## src/rtl/cu_pkg.sv

```systemverilog
// cu_pkg: shared opcode, branch-code and FSM state definitions
package cu_pkg;

    localparam logic [5:0] OP_NOP    = 6'h00;
    localparam logic [5:0] OP_ALU    = 6'h01;
    localparam logic [5:0] OP_BRANCH = 6'h02;
    localparam logic [5:0] OP_CMOV   = 6'h03;
    localparam logic [5:0] OP_HALT   = 6'h3f;

    localparam logic [2:0] BR_NONE = 3'b000;
    localparam logic [2:0] BR_BR   = 3'b001;
    localparam logic [2:0] BR_BMI  = 3'b010;
    localparam logic [2:0] BR_BPL  = 3'b011;
    localparam logic [2:0] BR_BZ   = 3'b100;
    localparam logic [2:0] BR_CMOV = 3'b101;

    typedef enum logic [1:0] {
        FETCH_WAIT = 2'd0,
        EXEC       = 2'd1,
        BR_DONE    = 2'd2,
        HALTED     = 2'd3
    } state_t;

endpackage

```

## src/rtl/branch_cond.sv

```systemverilog
// branch_cond: combinational branch-taken, CMOV and illegal-code evaluation
module branch_cond
    import cu_pkg::*;
(
    input  logic [2:0] branch_i,
    input  logic       flag_n_i,
    input  logic       flag_z_i,
    output logic       is_cond_o,
    output logic       taken_o,
    output logic       cmov_o,
    output logic       illegal_o
);

    assign is_cond_o = (branch_i != BR_NONE) && (branch_i <= BR_BZ);
    assign cmov_o    = (branch_i == BR_CMOV) && flag_n_i;
    assign illegal_o = branch_i[2] && branch_i[1];

    // condition evaluated against the flags as they stood before this cycle
    always_comb begin
        taken_o = (branch_i == BR_BR)  ? 1'b1 :
                  (branch_i == BR_BMI) ? flag_n_i :
                  (branch_i == BR_BPL) ? (!flag_n_i && !flag_z_i) :
                  (branch_i == BR_BZ)  ? flag_z_i : 1'b0;
    end

endmodule

```

## src/rtl/pc_branch_unit.sv

```systemverilog
// pc_branch_unit: PC/IR/flags owner turning loadPC strobes into one fetch and one commit per instruction
module pc_branch_unit
    import cu_pkg::*;
#(
    parameter int unsigned         ADDR_W   = 32,
    parameter int unsigned         DATA_W   = 32,
    parameter logic [ADDR_W-1:0]   RESET_PC = '0,
    parameter int unsigned         PC_INC   = 4
) (
    input  logic              clk,
    input  logic              reset,
    input  logic              loadPC,
    input  logic [2:0]        branch,
    input  logic              halt,
    input  logic [31:0]       instr_in,
    input  logic [ADDR_W-1:0] imm_offset,
    input  logic              flags_we,
    input  logic [DATA_W-1:0] alu_result,
    output logic [ADDR_W-1:0] pc,
    output logic [31:0]       ir,
    output logic              flag_n,
    output logic              flag_z,
    output logic              cmov_take,
    output logic              branch_taken,
    output logic              illegal_branch,
    output logic              halted,
    output logic [31:0]       retired
);

    state_t            state_q, state_d;
    logic [ADDR_W-1:0] pc_q, pc_d, ir_pc_q, ir_pc_d;
    logic [31:0]       ir_q, ir_d, retired_q, retired_d;
    logic              flag_n_q, flag_n_d, flag_z_q, flag_z_d;
    logic              taken_q, taken_d, illegal_q, illegal_d;
    logic              is_cond, cond_taken, illegal_code;

    branch_cond u_cond (
        .branch_i  (branch),
        .flag_n_i  (flag_n_q),
        .flag_z_i  (flag_z_q),
        .is_cond_o (is_cond),
        .taken_o   (cond_taken),
        .cmov_o    (cmov_take),
        .illegal_o (illegal_code)
    );

    // next-state: fetch latch, single commit per instruction, halt freeze
    always_comb begin
        state_d   = state_q;
        pc_d      = pc_q;
        ir_d      = ir_q;
        ir_pc_d   = ir_pc_q;
        retired_d = retired_q;
        illegal_d = illegal_q;
        taken_d   = 1'b0;
        flag_n_d  = flag_n_q;
        flag_z_d  = flag_z_q;
        case (state_q)
            FETCH_WAIT: if (loadPC) begin
                ir_d    = instr_in;
                ir_pc_d = pc_q;
                state_d = EXEC;
            end
            EXEC: if (halt) begin
                state_d = HALTED;
            end else if (loadPC) begin
                retired_d = retired_q + 32'd1;
                taken_d   = is_cond && cond_taken;
                pc_d      = taken_d ? ir_pc_q + imm_offset : ir_pc_q + ADDR_W'(PC_INC);
                illegal_d = illegal_q || illegal_code;
                state_d   = is_cond ? BR_DONE : FETCH_WAIT;
            end
            BR_DONE: if (loadPC) state_d = FETCH_WAIT;
            default: ;
        endcase
        if (flags_we && state_q != HALTED) begin
            flag_z_d = (alu_result == '0);
            flag_n_d = alu_result[DATA_W-1];
        end
    end

    // state registers with synchronous reset
    always_ff @(posedge clk) begin
        if (reset) begin
            state_q   <= FETCH_WAIT;
            pc_q      <= RESET_PC;
            ir_q      <= '0;
            ir_pc_q   <= RESET_PC;
            retired_q <= '0;
            illegal_q <= 1'b0;
            taken_q   <= 1'b0;
            flag_n_q  <= 1'b0;
            flag_z_q  <= 1'b0;
        end else begin
            state_q   <= state_d;
            pc_q      <= pc_d;
            ir_q      <= ir_d;
            ir_pc_q   <= ir_pc_d;
            retired_q <= retired_d;
            illegal_q <= illegal_d;
            taken_q   <= taken_d;
            flag_n_q  <= flag_n_d;
            flag_z_q  <= flag_z_d;
        end
    end

    assign pc             = pc_q;
    assign ir             = ir_q;
    assign flag_n         = flag_n_q;
    assign flag_z         = flag_z_q;
    assign branch_taken   = taken_q;
    assign illegal_branch = illegal_q;
    assign halted         = (state_q == HALTED);
    assign retired        = retired_q;

endmodule
```

## config.mk

```make
export PLATFORM = sky130hd
export DESIGN_NAME = pc_branch_unit
export DESIGN_NICKNAME = d
export VERILOG_FILES = /design/src/rtl/cu_pkg.sv /design/src/rtl/branch_cond.sv /design/src/rtl/pc_branch_unit.sv
export SDC_FILE = /design/constraint.sdc
export NUM_CORES = 1
export LEC_CHECK = 0
export BUFFER_PORTS_ARGS = -buffer_cell sky130_fd_sc_hd__buf_2
export CAP_MARGIN = 25
export CORE_MARGIN = 4
export CORE_UTILIZATION = 48
export DETAILED_ROUTE_END_ITERATION = 10
export PLACE_DENSITY = 0.77
export SLEW_MARGIN = 20
export SYNTH_ARGS = -nofsm -noshare
export SYNTH_HDL_FRONTEND = slang
export SYNTH_SLANG_ARGS = --single-unit
```

## constraint.sdc

```tcl
create_clock -name clk -period 2.9 [get_ports clk]
set_clock_uncertainty 0.05 [all_clocks]
set_input_delay 0.145 -clock clk [delete_from_list [all_inputs] [get_ports clk]]
set_output_delay 0.145 -clock clk [all_outputs]
set_load 0.02 [all_outputs]
```

==> summary.txt <==
Final layout
  • # diodes: 0
  • Final design area excluding fillers: approximately 0.0098 mm²
  • Final nets: 1,345
  • Synthesis-to-finish area growth: 32.2%
  • Filler Cell Count: ~1,300
  • Layout cell share with drive strength beyond 1: 24.9%

Worst setup path
  • Crit-path cells: ha_4 -> fa_2 -> a21oi_4 -> o211ai_1 -> a41oi_2 -> o211ai_1 -> a31oi_1 -> o21ai_1 -> and3_1 -> or3_1 -> a211oi_2
  • Critical path's slowest cell: fa_2
  • Critical Path Source Type: register
  • Top cell by count, worst path: o211ai_1
  • Crit path DAT: 3130 ps
  • CP Capture Type: register
  • Max FO, Critical Path: 3
  • Critical path's largest stage delay: 370 ps
  • Critical Path RT: 3190 ps
  • Setup Crit Path Kind: register to register

Yosys
  • Synth Flop Type: dfxtp_1
  • Synth async-reset ratio: 0%
  • Synth top area share: a little over a third
  • Ys Warns: 0
  • Post-Syn Area per Cell: just under 8 µm²
  • Number of synthesized flops with an enable pin: 0
  • Dominant cell type by area after synthesis: dfxtp_1
  • Post-synthesis sequential area ratio: roughly 36%
  • Syn Nets: about 1,100
  • Synth area leaders: dfxtp_1 36%, nand2_1 12%, a21oi_1 7.9%
  • Post-Synthesis Cell Area: 0.00738 mm²
  • Post-Syn Instances: 952
  • Synthesized flop and latch total: 134
  • Distinct cells, synth: 60

Global routing
  • Grt ovf: 0
  • GRT Total Usage: 25.1%
  • Vias in the first global route: 7,403
  • Initial antenna violation count: 0
  • First-pass GRT wire length: approximately 36,000 µm
  • Largest net degree at the start of global routing: 65

Drt
  • DRC violations left: 0
  • Drt wl/cell: about 16 µm
  • Vias: ~7,700
  • Vias/cell: around 5.5
  • Routed wire length: 22,500 µm
  • Drt initial violations: between 400 and 500
  • Drt pass-1 iters: 5
  • Post-DRT Antenna Nets: 0

Clocking
  • CTS tree: done
  • Worst skew pair latency: ~420 ps
  • H-tree depth: 4
  • Maximum root-to-sink buffer count: 2
  • Inserted Clock Buffers: 17
  • Root buf cell: clkbuf_16
  • Worst-path clk slew: 60 ps
  • CTS sink count: 134

Place
  • Detailed placement HPWL: around 15,000 µm
  • Post-Place Cell Area: 0.00872 mm²
  • Port Buffer Count: around 200
  • Gp weighted congestion: 0.953

Power
  • P_int: 3340 µW
  • Power share of the clock group: 43.5%
  • Leakage: 0.00432 µW
  • Switching Share: around 28%
  • Logic gate share of total power: 14.8%
  • Pwr Total: 4650 µW
  • Max VDD drop: 0.000490 V
  • Sequential Power Share: between 40% and 50%
  • Psw: 1310 µW
  • Pwr dens: 477 mW/mm²

STA
  • Setup TNS: 0 ps
  • RSZ-0062 raised after global routing: true
  • Worst Tran Pin Value: 534 ps
  • Final setup vio count: 0
  • Minimum clock period: 2840 ps
  • Hold Fails Final Rpt: 0
  • Max Slew Vio Count: 0
  • FMAX: about 350 MHz
  • Slew headroom: between 60 and 70%
  • Fin crit share: between 90% and 100%

Floorplanning
  • Ports: approximately 200
  • DIE HEIGHT: 132 µm
  • Floorplan row count: 45
  • Die ar.: 0.0174 mm²
  • Core Region: ~0.015 mm²
  • Die width: 132 µm
  • Initial core utilization: between 40% and 50%

Run
  • MaxCap Viol Count: 0

Run status
  • Status: completed

Hold path
  • Worst Hold Class: primary input to register
-- power by group through the flow --
stage / Combinational (µW) / Clock [µW] / Sequential (µW)
global route: 750 / 2150 / 1950
global placement: 626 / 0 / 1970
CTS: 674 / 2070 / 1940
finish: 687 / 2030 / 1940
floorplan: 321 / 0 / 2040
detailed placement: 634 / 0 / 1980
-- kinds of logic (layout without fill, tap and decap cells) --
kind of cell / after synthesis / count (layout) / share of synthesized area, %
compound gates: 231 / 231 / 19.5
xor+xnor: 77 / 77 / 9.14
fa+ha+maj: 39 / 39 / 6.72
buf+inv: 57 / 320 / 3.04
flops: 134 / 134 / 36.4
mux: 2 / 2 / 0.271
simple gates: 412 / 412 / 25.0
-- cells in the final DEF (no fill, tap or decap), types with 10 or more instances in the layout --
| master | Yosys | layout |
|---|---|---|
| nand3_1 | 25 | 25 |
| nand2_1 | 228 | 226 |
| a21oi_1 | 117 | 114 |
| o211ai_1 | 21 | 21 |
| buf_4 | 0 | 37 |
| o21ai_0 | 23 | 22 |
| a21o_1 | 14 | 14 |
| dlygate4sd3_1 | 0 | 35 |
| clkbuf_16 | 0 | 17 |
| ha_1 | 38 | 35 |
| nor2_1 | 67 | 66 |
| xor2_1 | 45 | 45 |
| and3_1 | 18 | 18 |
| buf_2 | 2 | 204 |
| nand4_1 | 11 | 11 |
| xnor2_1 | 32 | 32 |
| dfxtp_1 | 134 | 133 |
| inv_1 | 10 | 10 |
-- sequential cells by signal (all words and copies together) (netlist names) --
register        flops
pc                 32
flag_z              1
branch_taken        1
illegal_branch      1
ir                 32
ir_pc_q            32
flag_n              1
state_q             2
retired            32
-- per-layer routing --
layer,vias up,global-route usage [%],share of wire (%)
met1,3562,30.3,42
met4,0,10.4,3.1
met3,49,5.95,6.9
met5,-,0,0
met2,281,42.9,48
li1,3812,-,-
-- final timing paths --
| check | start | end | slack (ps) | depth (start not counted) |
|---|---|---|---|---|
| setup reg to reg | ir_pc_q[0]$_SDFFE_PP0P_ | pc[28]$_SDFFE_PP0P_ | 60 | 11 |
| setup / recovery | ir_pc_q[0]$_SDFFE_PP0P_ | pc[28]$_SDFFE_PP0P_ | 60 | 11 |
| hold / removal | flags_we | flag_z$_SDFFE_PP0P_ | 80 | 4 |
| hold reg to reg | ir[23]$_SDFFE_PP0P_ | ir[23]$_SDFFE_PP0P_ | 400 | 2 |
-- cells in the mapped netlist, types with 6 or more instances --
cell type and n:
nand3_1 25, nor2_1 67, buf_1 8, a21oi_1 117, nor4_1 8, a311oi_1 7
o21ai_0 23, nand4_1 11, nand2b_1 9, dfxtp_1 134, or3_1 6, xnor2_1 32
ha_1 38, clkbuf_1 36, nand2_1 228, and3_1 18, o211ai_1 21, nor3_1 8
a211oi_1 8, xor2_1 45, inv_1 10, a21o_1 14
-- area by class of cell --
cell class | instances | area (µm²) | area share, %
multi-input combinational | 761 | 4550 | 46.7
sequential | 134 | 2680 | 27.5
timing repair buffer | 278 | 1690 | 17.3
clock buffer | 18 | 429 | 4.40
tap | 188 | 235 | 2.41
clock inverter | 14 | 128 | 1.31
inverter | 10 | 37.5 | 0.385
-- critical path: cells and delay by family (launching register included) --
kind	cells	cell delay (ps)
DFF	1	330
and+or+nand+nor	2	540
adders and majority gates	2	530
AOI/OAI and AO/OA	7	1310
-- through the flow --
step / util [%] / setup slack, ps / instances / hold slack (ps)
after floorplan: - / 106 / 952 / 231
after global placement: 57.5 / -36.0 / 1329 / 335
after detailed placement: 57.5 / -125 / 1329 / 342
after CTS: 63.8 / 33.1 / 1400 / 70.8
after global routing: 64.4 / -83.9 / 1403 / 106
final: 64.4 / 56.2 / 1403 / 85.0
-- timing repair --
item | in CTS | in global routing
cloned | 0 | 0
buffers inserted | 4 | 4
hold buffers | 35 | 0
endpoints found under the setup margin | 2 | 13
pin swaps | 4 | 11
endpoints found under the hold margin | 34 | 0
resized for setup | 1 | 16
No activity file was read; power rests on OpenSTA's default activity.
